## src/rtl/vscale_mem_arbiter.sv

```systemverilog
// Shares one AHB-lite master port between instruction and data requesters, one transfer at a time.
// Define VSCALE_MEM_ARB_RR_EN for round-robin arbitration; otherwise dmem has fixed priority.
module vscale_mem_arbiter #(
  parameter int ADDR_W = 32
) (
  input  logic              hclk,
  input  logic              reset,
  input  logic              imem_req,
  input  logic [ADDR_W-1:0] imem_addr,
  output logic              imem_wait,
  output logic [31:0]       imem_rdata,
  output logic              imem_err,
  input  logic              dmem_req,
  input  logic              dmem_wen,
  input  logic [2:0]        dmem_size,
  input  logic [ADDR_W-1:0] dmem_addr,
  input  logic [31:0]       dmem_wdata,
  output logic              dmem_wait,
  output logic [31:0]       dmem_rdata,
  output logic              dmem_err,
  output logic [ADDR_W-1:0] haddr,
  output logic              hwrite,
  output logic [2:0]        hsize,
  output logic [2:0]        hburst,
  output logic [1:0]        htrans,
  output logic [31:0]       hwdata,
  input  logic [31:0]       hrdata,
  input  logic              hready,
  input  logic              hresp
);

  localparam logic [1:0] HTRANS_IDLE   = 2'b00;
  localparam logic [1:0] HTRANS_NONSEQ = 2'b10;
  localparam logic [2:0] HSIZE_WORD    = 3'b010;

  typedef enum logic [1:0] {
    S_IDLE,
    S_ADDR,
    S_DATA
  } state_t;

  state_t      state;
  logic        grant_dmem;
  logic        pick_dmem;
  logic        done;
  logic        done_imem;
  logic        done_dmem;
  logic [31:0] cap_data;
  logic [31:0] imem_rdata_q;
  logic [31:0] dmem_rdata_q;

`ifdef VSCALE_MEM_ARB_RR_EN
  logic last_dmem;

  // On contention, serve whichever port did not win the previous grant.
  always_comb pick_dmem = dmem_req & (~imem_req | ~last_dmem);

  always_ff @(posedge hclk) begin
    if (reset) begin
      last_dmem <= 1'b0;
    end else if (state == S_IDLE && (imem_req || dmem_req)) begin
      last_dmem <= pick_dmem;
    end
  end
`else
  always_comb pick_dmem = dmem_req;
`endif

  // Completion is combinational so the requester sees wait drop in the data-phase cycle itself.
  assign done      = ~reset & (state == S_DATA) & hready;
  assign done_imem = done & ~grant_dmem;
  assign done_dmem = done & grant_dmem;
  assign cap_data  = hresp ? 32'h0 : hrdata;

  assign imem_wait  = imem_req & ~done_imem;
  assign dmem_wait  = dmem_req & ~done_dmem;
  assign imem_err   = done_imem & hresp;
  assign dmem_err   = done_dmem & hresp;
  assign imem_rdata = done_imem ? cap_data : imem_rdata_q;
  assign dmem_rdata = done_dmem ? cap_data : dmem_rdata_q;
  assign hburst     = 3'b000;

  always_ff @(posedge hclk) begin
    if (reset) begin
      state        <= S_IDLE;
      grant_dmem   <= 1'b0;
      htrans       <= HTRANS_IDLE;
      haddr        <= '0;
      hwrite       <= 1'b0;
      hsize        <= 3'b000;
      hwdata       <= 32'h0;
      imem_rdata_q <= 32'h0;
      dmem_rdata_q <= 32'h0;
    end else begin
      case (state)
        S_IDLE: begin
          if (imem_req || dmem_req) begin
            state      <= S_ADDR;
            htrans     <= HTRANS_NONSEQ;
            grant_dmem <= pick_dmem;
            if (pick_dmem) begin
              haddr  <= dmem_addr;
              hwrite <= dmem_wen;
              hsize  <= dmem_size;
              hwdata <= dmem_wdata;
            end else begin
              haddr  <= imem_addr;
              hwrite <= 1'b0;
              hsize  <= HSIZE_WORD;
              hwdata <= 32'h0;
            end
          end
        end
        S_ADDR: begin
          if (hready) begin
            state  <= S_DATA;
            htrans <= HTRANS_IDLE;
          end
        end
        S_DATA: begin
          if (hready) begin
            state <= S_IDLE;
            if (grant_dmem) begin
              dmem_rdata_q <= cap_data;
            end else begin
              imem_rdata_q <= cap_data;
            end
          end
        end
        default: begin
          state  <= S_IDLE;
          htrans <= HTRANS_IDLE;
        end
      endcase
    end
  end

endmodule

```

## config.mk

```make
export PLATFORM = sky130hd
export DESIGN_NAME = vscale_mem_arbiter
export DESIGN_NICKNAME = d
export VERILOG_FILES = /design/src/rtl/vscale_mem_arbiter.sv
export SDC_FILE = /design/constraint.sdc
export NUM_CORES = 1
export LEC_CHECK = 0
export ABC_CLOCK_PERIOD_IN_PS = 1600
export CAP_MARGIN = 40
export CORE_UTILIZATION = 38
export CTS_CLUSTER_SIZE = 14
export DETAILED_ROUTE_END_ITERATION = 16
export PLACE_DENSITY = 0.78
export SYNTH_ARGS = -nofsm -noshare
export SYNTH_HDL_FRONTEND = slang
export SYNTH_SLANG_ARGS = --single-unit
```

## constraint.sdc

```tcl
create_clock -name hclk -period 1.6 [get_ports hclk]
set_clock_uncertainty 0.1 [all_clocks]
set_input_delay 0.16 -clock hclk [delete_from_list [all_inputs] [get_ports hclk]]
set_output_delay 0.16 -clock hclk [all_outputs]
set_load 0.05 [all_outputs]
```

==> run metrics <==
All-Layer GR Usage=24.47%; #FFs+latches synth=136; Max-Cap Viols=0; switch share=28.37%; net switching power figure=2.865 mW; nets@finish=1,074; largest net degree at the start of global routing=49; failing checks=setup timing; CTS tree=done; total number of vias=6,038; fraction of layout cells with a size suffix above 1=37.93%; YS warnings=0; Final Hold Vio Count=0; Routed Antenna Nets=0; Post-Route Utilization=72.16%; Post-Place Cells=1,096; Clock Tree Root=clkbuf_16; Yosys cell types=29; worst setup margin=-613.6 ps; Final Cycle Share=138.4%; CP Class=reg -> out; fin. max-slew vios=0; DR iter-0 viols=313; crit path time final=2214 ps; CP Data Required Time=1340 ps; Core Footprint=15,310 um2; crit path DAT=1950 ps; WL/cell=18.33 um; WHS=32.26 ps; Avg Inst Size Synth=10.16 um2; DPL Wire Length=12,760 um; routed vias/inst=5.201; number of setup violations in the final report=88; P&R area growth vs syn=83.81%; drt first pass iters=4; post-synthesis cell count=592; CTS sink count=136; initial antenna violation count=1; Placer Congestion=0.7613; Power Internal=7.235 mW; vias in the first global route=5,820; worst slew pin tran=511.6 ps; IO Pins=279; Worst-Skew Late Latency=420 ps; Clk pwr share=41.7%; grt ovf=0; CTS max path bufs=2; Hold WC Path Type=in -> reg; outcome=finished with violations; Hold-fix buffers, CTS=0; most frequent cells in the layout=clkdlybuf4s50_1, dfxtp_1, buf_4; RSZ-0062 raised after global routing=true; P_leak=4.704 nW; fill cell count=1,048; Comb pwr share=22.0%; IO buf count=274; Post-route DRC=0; fmax=451.7 MHz; Worst-path clk slew=60 ps; area of the die=16,330 um2; H-Tree Depth=4; part of the power in registers=36.2%; Vert. Die Dim=127.8 um; Rel. slew slack=65.89%; starting density of the core=39.26%; Final Non-Filler Cells=1,161; CTS buffer count=17; cell row count=45; Setup TNS=-41,160 ps; Setup crit start kind=flip-flop; Max IR drop VDD=0.6753 mV; cell area after synthesis=6012 um2; CP endpoint kind=primary output; crit-path max FO=7; die width=127.8 um; drt total wl=21,280 um; global-route wire length before repair=30,920 um; sequential-to-total area share from yosys stat=45.29%; most common cell after layout, fill and taps aside=clkdlybuf4s50_1; Multi-input gate area=3167 um2; register area=2725 um2; power per cell area=914.0 nW/um2
[cells in the mapped netlist, drive strengths merged]
master    n  area share (%)
and3b     1            0.15
a21oi    71             5.9
nand3b    1            0.33
buf      45             5.2
dfxtp   136              45
a22o     64             9.3
nor3b     1            0.31
a211oi   32             4.0
conb      1           0.062
o21ai    37             3.1
nor2b    33             3.4
mux2i    32             5.3
mux2     64              12
or2       2            0.21
o21a      2            0.25
nor2      7            0.56
and2      2            0.21
clkbuf   16             1.0
inv       3            0.19
nand2    39             2.4
o221a     1            0.19
nor3      2            0.54
[worst max-delay path: stages, from the launching register on]
cell and delay (ps):
dfxtp_1 320, buf_4 150, nor3_4 250, buf_6 160, buf_8 140, mux2_2 350, buf_6 160
[power groups by stage]
stage / clock, mW / sequential (mW) / combinational (mW)
2_1_floorplan: 0 / 4.26 / 0.688
6_report: 4.22 / 3.66 / 2.23
3_5_place_dp: 0 / 3.72 / 2.16
5_1_grt: 4.45 / 3.68 / 2.35
3_3_place_gp: 0 / 3.72 / 2.14
4_1_cts: 4.25 / 3.66 / 2.20
[layer usage]
metal | global-route usage, % | up-vias | wire (um)
met5 | 0 | - | 6
met4 | 9.066 | 2 | 431
met3 | 6.761 | 42 | 1730
met2 | 42.74 | 273 | 10530
met1 | 28.50 | 2872 | 8589
li1 | - | 2849 | -
[what timing repair did]
action	4_1_cts	5_1_grt
endpoints found under the setup margin	68	112
pin swaps	1	24
resized for setup	85	59
cloned	6	5
buffers inserted	17	13
[flip-flops by register name, summed over array words and instances (netlist names), 2 cells and up]
register and cells:
dmem_rdata_q 32, imem_rdata_q 32, state 2, haddr 32, hwdata 32, hsize 3
[cell families (layout without fill, tap and decap cells)]
group / count (synthesis) / after routing / synth area share [%]
flip-flops: 136 / 136 / 45.29
AND/OR/NAND/NOR: 88 / 88 / 8.179
multiplexers: 96 / 96 / 17.32
AO/OA/AOI/OAI: 207 / 207 / 22.75
other: 1 / 5 / 0.06238
buffers and inverters: 64 / 418 / 6.410
[cell type report]
type | instances | share of cell area, %
Timing Repair Buffer | 383 | 38.39
Multi-Input combinational cell | 395 | 28.66
Sequential cell | 136 | 24.66
Clock buffer | 20 | 4.223
Tap cell | 211 | 2.389
Clock inverter | 12 | 1.551
Inverter | 3 | 0.1019
Antenna cell | 1 | 0.02264
[through the flow]
stage | power, mW | worst slack, ps | instance area, um2
2_1_floorplan | 4.953 | -96.28 | 6151
3_3_place_gp | 5.854 | -513.7 | 9489
3_5_place_dp | 5.879 | -529.6 | 9489
4_1_cts | 10.10 | -658.4 | 10720
5_1_grt | 10.47 | -675.8 | 11050
6_report | 10.10 | -613.6 | 11050
[path summary, 6_finish.rpt]
path	start	end	slack, ps	cells after the start
max	grant_dmem$_SDFFE_PP0P_	imem_rdata[20]	-610	6
min	dmem_req	grant_dmem$_SDFFE_PP0P_	30	3
max reg2reg	grant_dmem$_SDFFE_PP0P_	imem_rdata_q[25]$_SDFFE_PP0P_	-220	10
min reg2reg	htrans[1]$_SDFFE_PP0P_	htrans[1]$_SDFFE_PP0P_	360	2
(Power assumes the default switching activity.)
